===== src/rtl/lcd_pkg.sv =====
// Shared types and constants for the HD44780-style character-LCD sequencer.
package lcd_pkg;

    typedef enum logic [2:0] {
        ST_PWRUP = 3'd0,
        ST_SETUP = 3'd1,
        ST_EN_HI = 3'd2,
        ST_HOLD  = 3'd3,
        ST_EXEC  = 3'd4,
        ST_IDLE  = 3'd5
    } lcd_state_e;

    // Power-up init sequence, all sent with rs=0; entry 0 is the rightmost byte.
    localparam int INIT_CNT = 6;
    localparam logic [INIT_CNT-1:0][7:0] INIT_ROM = {
        8'h06, 8'h01, 8'h0C, 8'h38, 8'h38, 8'h38
    };

    localparam logic [7:0] CMD_CLEAR = 8'h01;
    localparam logic [7:0] CMD_HOME  = 8'h02;

    // Clear and both home encodings (0x02/0x03) need the long execution wait.
    function automatic logic is_long_cmd(input logic rs, input logic [7:0] data);
        return !rs && ((data == CMD_CLEAR) || (data[7:1] == CMD_HOME[7:1]));
    endfunction

endpackage


===== src/rtl/lcd_timer.sv =====
// Loadable down-counter: holds at zero, zero_o flags the final cycle of a state.
module lcd_timer #(
    parameter int             W       = 8,
    parameter logic [W-1:0]   RST_VAL = '0
) (
    input  logic         clk_i,
    input  logic         rst_ni,
    input  logic         load_i,
    input  logic [W-1:0] value_i,
    output logic         zero_o
);

    logic [W-1:0] cnt_q;
    logic [W-1:0] cnt_d;

    // Load takes priority; otherwise count down and stop at zero.
    always_comb begin
        cnt_d = cnt_q;
        if (load_i) begin
            cnt_d = value_i;
        end else if (cnt_q != '0) begin
            cnt_d = cnt_q - 1'b1;
        end
    end

    // Counter register.
    always_ff @(posedge clk_i or negedge rst_ni) begin
        if (!rst_ni) begin
            cnt_q <= RST_VAL;
        end else begin
            cnt_q <= cnt_d;
        end
    end

    assign zero_o = (cnt_q == '0);

endmodule


===== src/rtl/lcd_ctrl.sv =====
// Character-LCD sequencer: runs the power-up init sequence, then sends one
// byte per valid/ready handshake with setup, enable, hold and execution waits.
module lcd_ctrl
    import lcd_pkg::*;
#(
    parameter int T_POWERUP   = 750000,
    parameter int T_SETUP     = 4,
    parameter int T_EN        = 12,
    parameter int T_HOLD      = 4,
    parameter int T_EXEC      = 2000,
    parameter int T_EXEC_LONG = 80000,
    parameter int INIT_EN     = 1
) (
    input  logic       clk_i,
    input  logic       rst_ni,
    input  logic       req_valid_i,
    output logic       req_ready_o,
    input  logic       req_rs_i,
    input  logic [7:0] req_data_i,
    input  logic       lcd_on_i,
    output logic       busy_o,
    output logic       init_done_o,
    output logic [7:0] lcd_data_o,
    output logic       lcd_rs_o,
    output logic       lcd_rw_o,
    output logic       lcd_en_o,
    output logic       lcd_on_o
);

    function automatic int max2(input int a, input int b);
        return (a > b) ? a : b;
    endfunction

    localparam int T_MAX = max2(max2(max2(T_POWERUP, T_SETUP), max2(T_EN, T_HOLD)),
                                max2(T_EXEC, T_EXEC_LONG));
    localparam int CNT_W = $clog2(T_MAX) + 1;

    localparam lcd_state_e       RST_STATE = (INIT_EN != 0) ? ST_PWRUP : ST_IDLE;
    localparam logic [CNT_W-1:0] TMR_RST   = (INIT_EN != 0) ? CNT_W'(T_POWERUP - 1) : '0;
    localparam logic             DONE_RST  = (INIT_EN == 0);
    localparam logic [2:0]       INIT_END  = 3'(INIT_CNT);

    // A zero-length state would break the one-cycle-per-count timing.
    if (T_POWERUP < 1 || T_SETUP < 1 || T_EN < 1 || T_HOLD < 1 ||
        T_EXEC < 1 || T_EXEC_LONG < 1) begin : g_bad_timing
        $error("lcd_ctrl: every T_* parameter must be at least 1");
    end

    lcd_state_e       state_q, state_d;
    logic             rs_q, rs_d;
    logic [7:0]       data_q, data_d;
    logic [2:0]       idx_q, idx_d;
    logic             done_q, done_d;
    logic             on_q, on_d;
    logic             tmr_load;
    logic [CNT_W-1:0] tmr_value;
    logic             tmr_zero;

    lcd_timer #(
        .W       (CNT_W),
        .RST_VAL (TMR_RST)
    ) u_timer (
        .clk_i   (clk_i),
        .rst_ni  (rst_ni),
        .load_i  (tmr_load),
        .value_i (tmr_value),
        .zero_o  (tmr_zero)
    );

    // State and datapath registers; reset drops EN at once via the state.
    always_ff @(posedge clk_i or negedge rst_ni) begin
        if (!rst_ni) begin
            state_q <= RST_STATE;
            rs_q    <= 1'b0;
            data_q  <= 8'h00;
            idx_q   <= 3'd0;
            done_q  <= DONE_RST;
            on_q    <= 1'b0;
        end else begin
            state_q <= state_d;
            rs_q    <= rs_d;
            data_q  <= data_d;
            idx_q   <= idx_d;
            done_q  <= done_d;
            on_q    <= on_d;
        end
    end

    // Next-state logic: each timed state leaves on the cycle its counter hits zero.
    always_comb begin
        state_d = state_q;
        rs_d    = rs_q;
        data_d  = data_q;
        idx_d   = idx_q;
        done_d  = done_q;
        on_d    = lcd_on_i;
        unique case (state_q)
            ST_PWRUP: if (tmr_zero) begin
                rs_d    = 1'b0;
                data_d  = INIT_ROM[0];
                idx_d   = 3'd1;
                state_d = ST_SETUP;
            end
            ST_IDLE: if (req_valid_i) begin
                rs_d    = req_rs_i;
                data_d  = req_data_i;
                state_d = ST_SETUP;
            end
            ST_SETUP: if (tmr_zero) state_d = ST_EN_HI;
            ST_EN_HI: if (tmr_zero) state_d = ST_HOLD;
            ST_HOLD:  if (tmr_zero) state_d = ST_EXEC;
            ST_EXEC: if (tmr_zero) begin
                if (!done_q && idx_q != INIT_END) begin
                    rs_d    = 1'b0;
                    data_d  = INIT_ROM[idx_q];
                    idx_d   = idx_q + 3'd1;
                    state_d = ST_SETUP;
                end else begin
                    done_d  = 1'b1;
                    state_d = ST_IDLE;
                end
            end
            default: state_d = RST_STATE;
        endcase
    end

    // Reload the timer with the duration of whichever state is being entered.
    always_comb begin
        tmr_load  = (state_d != state_q);
        tmr_value = '0;
        case (state_d)
            ST_PWRUP: tmr_value = CNT_W'(T_POWERUP - 1);
            ST_SETUP: tmr_value = CNT_W'(T_SETUP - 1);
            ST_EN_HI: tmr_value = CNT_W'(T_EN - 1);
            ST_HOLD:  tmr_value = CNT_W'(T_HOLD - 1);
            ST_EXEC:  tmr_value = is_long_cmd(rs_q, data_q) ? CNT_W'(T_EXEC_LONG - 1)
                                                            : CNT_W'(T_EXEC - 1);
            default:  tmr_value = '0;
        endcase
    end

    // Outputs decoded from state; RS/DB hold the last byte sent.
    always_comb begin
        req_ready_o = (state_q == ST_IDLE);
        busy_o      = (state_q != ST_IDLE);
        lcd_en_o    = (state_q == ST_EN_HI);
        lcd_rs_o    = rs_q;
        lcd_data_o  = data_q;
        lcd_rw_o    = 1'b0;
        lcd_on_o    = on_q;
        init_done_o = done_q;
    end

endmodule


===== config.mk =====
export PLATFORM = sky130hd
export DESIGN_NAME = lcd_ctrl
export DESIGN_NICKNAME = d
export VERILOG_FILES = /design/src/rtl/lcd_pkg.sv /design/src/rtl/lcd_timer.sv /design/src/rtl/lcd_ctrl.sv
export SDC_FILE = /design/constraint.sdc
export NUM_CORES = 1
export LEC_CHECK = 0
export CAP_MARGIN = 20
export CORE_AREA = 2 2 89 57
export DETAILED_ROUTE_END_ITERATION = 12
export DIE_AREA = 0 0 91 59
export GPL_ROUTABILITY_DRIVEN = 0
export GPL_TIMING_DRIVEN = 0
export HOLD_SLACK_MARGIN = 0.06
export PLACE_DENSITY_LB_ADDON = 0.12
export SYNTH_ARGS = -nofsm -noshare
export SYNTH_HDL_FRONTEND = slang
export SYNTH_SLANG_ARGS = --single-unit

===== constraint.sdc =====
create_clock -name clk_i -period 2.05 [get_ports clk_i]
set_input_delay 0.3075 -clock clk_i [delete_from_list [all_inputs] [get_ports clk_i]]
set_output_delay 0.3075 -clock clk_i [all_outputs]
set_load 0.05 [all_outputs]

* After elaboration in Yosys (flattened, before gate mapping)
Memories as Yosys holds them, arrays and structs flattened.
Index checks and enable logic that the tools add are counted.
** Storage, ports and cells
- Register bits :: 38
- Memory bits (read-only) :: 64
- Input bits :: 13
- Output and inout port bits :: 15
- Logic and storage cells :: 73
- Memories kept :: 1
** Memories
- (name not given) :: words 8, width 8, rd ports 1, clocked after Yosys merged registers in 0, wr ports 0, RTL line lcd_ctrl.sv:115 : data_d = INIT_ROM[idx_q];
** Cells by class
- Add/sub/neg operators :: 2
- Magnitude comparators :: 1
- Equal/unequal tests :: 18
- Muxes and demuxes :: 27
- Bitwise gates (word level) :: 1
- Reductions and logical operators :: 16
** Operators with widths (number)
- $pmux 20 s4 :: 1
- $mux 21 :: 2
- $mux 8 :: 5
- $mux 3 :: 10
- $pmux 8 s3 :: 1
- $logic_not 21->1 :: 1
- $reduce_bool 21->1 :: 1
- $sub 21x1->21 const B :: 1
- $pmux 3 s6 :: 1
- $mux 17 :: 1
- $eq 3x2->1 const B :: 4
- $eq 3x3->1 const B :: 3
- $eq 8x1->1 const B :: 1
- $ne 2x2->1 const B :: 4
- $eq 7x1->1 const B :: 1
- $eq 3x1->1 const B :: 2
- $logic_not 3->1 :: 2
- $ne 3x3->1 const B :: 2
- $pmux 3 s2 :: 1
- $reduce_and 5->1 :: 1
- $lt 3x4->1 const B :: 1
- $mux 1 :: 4
- $reduce_and 4->1 :: 1
- $reduce_bool 2->1 :: 2
- other kinds (10) :: 12

* Longest topological paths before layout
- Depth after elaboration :: 9
- Mapped depth :: 9
- Mapped depth without buffers :: 7

* Hierarchy
Synthesis repeated with hierarchy kept, for this count alone.
** Second synthesis, totals
- Cell total of the unflattened synthesis :: 241
- Area, all modules :: 2397.3 um^2
** By module, submodules not included
- lcd_timer :: instances 1, cells an instance 129, area each 1313.8 um^2, sequential area each 541.8 um^2
- lcd_ctrl :: instances 1, cells an instance 112, area each 1083.5 um^2, sequential area each 425.4 um^2

* Least setup slack after synthesis
OpenSTA, ideal clock, no wires.
- Path type :: reg2reg
- Start point :: register u_timer.cnt_q[0]
- End point :: register idx_q[1]
- Setup time :: 121 ps
- Arrival time :: 2156 ps
- Data required time :: 1929 ps
- Setup slack :: -227 ps
- Stages on the path, launching flop included :: 9
- Path buffers :: 1
- Clock period less this slack :: 2277 ps
- Cell sequence :: dfstp_2 > inv_1 > ha_1 > nor3b_1 > and3_1 > buf_2 > nand2_1 > or3_1 > a22o_1
** On the way
- Longest elaborated chain between the ends :: 3
- Elaborated cells on any way between the ends :: 4
- Those cells by class :: eq/ne: 2; reduce/logical: 2
** Ends and longest elaborated chain
- start: declaration :: RTL line lcd_timer.sv:13 : logic [W-1:0] cnt_q;
- start signal: assignment :: RTL line lcd_timer.sv:31 : cnt_q <= cnt_d;
- $logic_not 21->1 * :: RTL line lcd_timer.sv:35 : assign zero_o = (cnt_q == '0);
- $ne 2x2->1 (no line)
- $reduce_and 4->1 (no line) *
- end signal: assignment :: RTL line lcd_ctrl.sv:83 : idx_q <= idx_d;
- end: declaration :: RTL line lcd_ctrl.sv:52 : logic [2:0] idx_q, idx_d;
Mark *: on every way between the ends. The rest lies on a longest branch, timed or not.
A chain may end at the register's enable or synchronous reset.

* Final worst setup path
- Start point :: register u_timer.cnt_q[7]
- End point :: register u_timer.cnt_q[13]
** On the way
- Longest elaborated chain between the ends :: 7
- Elaborated cells on any way between the ends :: 20
- Those cells by class :: add/sub: 1; eq/ne: 5; mux: 9; reduce/logical: 5
** Ends and longest elaborated chain
- $logic_not 21->1 :: RTL line lcd_timer.sv:35
- $mux 3 (on tied branches)
- $pmux 3 s6 :: RTL line lcd_ctrl.sv:97 : unique case (state_q)
- $eq 3x2->1 / $eq 3x1->1 (equally long branches) :: RTL line lcd_ctrl.sv:131 : case (state_d)
- $reduce_or 2->1 (no line)
- $pmux 20 s4 :: RTL line lcd_ctrl.sv:131
- $mux 21 :: RTL line lcd_timer.sv:19 : if (load_i) begin
Parallel ways exist; a longest one is shown, timed or not. The select of a mux whose other input is x is not followed.

==> impl_metrics.tcl <==
set metrics [dict create \
    grtUsageTotal 0.221 \
    fin_skew_ns 0.00623 \
    synth_compound_area_frac 0.180 \
    syn_area_per_cell_sq_um 9.57 \
    num_rows 19 \
    synthArstFlopShare 1.00 \
    maxCapViolCount 0 \
    path_class "flop to flop" \
    fp.dieArea_sq_um 5370 \
    synth_area_sq_um 2120 \
    yosysWarnings 0 \
    vias 1933 \
    max_slew_margin 0.415 \
    chipWidth_um 91 \
    antenna_found_initial 0 \
    drtIter0Drc 100 \
    endpoint_kind "flop" \
    htree_num_levels 2 \
    grt_max_degree 39 \
    netlist_instances 222 \
    area_growth_pct 41.2 \
    dpl.hpwl_um 3620 \
    r2r-end "u_timer.cnt_q[13]" \
    totalWireLength_um 5800 \
    period_share 1.10 \
    power_per_cell_area_nw_per_um2 530 \
    synth_mux_area_frac 0.0318 \
    ff2ff_setup_slack_ns -0.21 \
    hold_class "input port to async pin" \
    synth.top_cell.area_share 0.294 \
    dp.cells 311 \
    port_buffers 26 \
    worstPathArrival_ns 2.50 \
    setup_tns_ns -1.69 \
    finalMaxSlewViolations 0 \
    utilization 0.671 \
    cts_max_path_buffers 2 \
    crit_required_ns 2.29 \
    viasPerCell 5.75 \
    synth_edf_count 0 \
    r2r_cells 5 \
    startpoint_type "flop" \
    busiest_layer "met1" \
    violations "negative setup slack" \
    final.min_clock_period_ns 2.26 \
    worst_slack_ns -0.207 \
    synthSimpleGateAreaFrac 0.198 \
    synth.area.top_cells "dfrtp_1, dfstp_2, xnor2_1" \
    firstDrtPassIters 4 \
    r2r-start "u_timer.cnt_q[7]" \
    cts.sinks 38 \
    irDropWorstVdd_mv 0.367 \
    synth.ff_latch_count 38 \
    core_area_sq_um 4470 \
    use_met3 0.0649 \
    finalHoldViolations 0 \
    ys_seq_area_frac 0.455 \
    holdBufCountCts 0 \
    rsz0062_at_grt "true" \
    grt_pass1_wl_um 9130 \
    ant_nets 0 \
    cts_tree "yes" \
    die_h_um 59 \
    fin_nets 289 \
    synth_top_family_by_area "simple AND/OR/NAND/NOR gates" \
    path_max_fanout 4 \
    drive_above_1_share 0.355 \
    synth_flop_cell "dfrtp_1" \
    syn_nets 239 \
    synth-adder-area-share 0.0236 \
    path_clk_slew_ns 0.08 \
    clockRootBuffer "clkbuf_8" \
    netlist-cell-type-count 46 \
    io-pin-count 28 \
    grtUsageMet2 0.305 \
    met1_usage 0.330 \
    finalSetupViolCount 13 \
    drc 0 \
    avgRoutedWirePerCell_um 17.3 \
    start_util 0.475 \
    synth-xor-area-share 0.0783 \
    fmax_ghz 0.443 \
    overflow 0 \
    tightest_slew_ns 0.878 \
    final_cells 336 \
    grt_pass1_vias 1775 \
    insertedDiodeCount 0 \
    p_leak_nw 1.20 \
    post-synth-top-area-cell "dfrtp_1" \
    outcome "finished, violations left" \
    clk_latency_ns 0.30 \
    fin_total_pwr_mw 1.59 \
    cts_buffers 5 \
]
cell usage after synthesis, types with 2 or more instances:
cell type / number
a21o_1: 3
a21oi_1: 11
a22o_1: 6
a22oi_1: 3
a31oi_1: 2
and2_1: 3
and4_1: 2
clkbuf_1: 5
dfrtp_1: 25
dfstp_2: 13
ha_1: 4
inv_1: 8
mux2_2: 6
nand2_1: 21
nand2b_1: 3
nand3_1: 5
nand4_1: 4
nor2_1: 16
nor3_1: 9
nor4_1: 3
o211a_1: 2
o211ai_1: 2
o21ai_0: 21
or2_2: 3
or3_1: 2
or4_4: 3
xnor2_1: 14
xor2_1: 5
layout make-up:
class	instances	area (sq um)
tap	63	78.8
inverter	8	30.0
sequential	38	973
clock inverter	3	68.8
fill	363	1470
buffer	6	48.8
clock buffer	5	68.8
multi-input combinational	168	1320
timing repair buffer	45	408
cell usage in the layout, fill, tap and decap left out, types with 5 or more instances in the layout:
| cell | n |
|---|---|
| nor3_1 | 5 |
| clkdlybuf4s50_1 | 22 |
| xnor2_1 | 14 |
| buf_6 | 6 |
| nand2_1 | 20 |
| mux2_4 | 6 |
| dfstp_2 | 13 |
| a22o_1 | 6 |
| o21ai_1 | 5 |
| clkbuf_8 | 5 |
| dfrtp_1 | 20 |
| buf_4 | 15 |
| dfrtp_2 | 5 |
| inv_1 | 7 |
| xor2_1 | 5 |
| nor2_1 | 15 |
| o21ai_0 | 13 |
| a21oi_1 | 10 |
how the worst max path moves through the flow:
| stage | from | to | slack [ns] |
|---|---|---|---|
| finish | u_timer.cnt_q[7] | u_timer.cnt_q[13] | -0.21 |
| global route | u_timer.cnt_q[7] | u_timer.cnt_q[13] | -0.24 |
| CTS | u_timer.cnt_q[7] | u_timer.cnt_q[13] | -0.20 |
| detailed placement | u_timer.cnt_q[0] | u_timer.cnt_q[9] | -0.47 |
| global placement | u_timer.cnt_q[0] | u_timer.cnt_q[9] | -0.47 |
| floorplan | u_timer.cnt_q[4] | u_timer.cnt_q[13] | -0.11 |
registers in the layout (all words and copies together), names as in the netlist:
name           cells
u_timer.cnt_q     21
lcd_data_o         8
idx_q              3
state_q            3
init_done_o        1
lcd_on_o           1
lcd_rs_o           1
metrics by stage:
stage | setup slack, ns | cell area [sq um] | hold slack (ns)
2_1_floorplan | -0.105 | 2140 | 0.0119
3_3_place_gp | -0.466 | 2480 | 0.499
5_1_grt | -0.239 | 3000 | 0.177
6_report | -0.207 | 3000 | 0.105
4_1_cts | -0.202 | 2870 | 0.141
3_5_place_dp | -0.466 | 2470 | 0.465
layer usage:
layer / vias to the layer above / wire (um)
li1: 908 / -
met1: 948 / 2900
met5: - / 0
met3: 12 / 380
met4: 0 / 90
met2: 65 / 2430
kinds of logic after synthesis:
family          count (synthesis)
compound gates                 59
mux                             6
xor+xnor                       19
fa+ha+maj                       4
other cells                     1
simple gates                   79
flops                          38
buf+inv                        16
report_power, final:
part	switching [mW]	internal (mW)
clock network	0.298	0.488
logic	0.0278	0.0228
registers	0.000192	0.751
what timing repair did:
action,CTS,global route
setup endpoints to repair,36,32
cloned,0,0
resized for setup,55,28
hold endpoints to repair,0,0
buffers inserted,14,5
pin swaps,13,15
critical path, stage by stage (launching register included):
cell and delay (ns):
dfstp_2 0.38, or4_4 0.55, or4_4 0.57, or4_4 0.43
xor2_1 0.16, o21ai_2 0.10
Power figures use the tool's default switching activity.
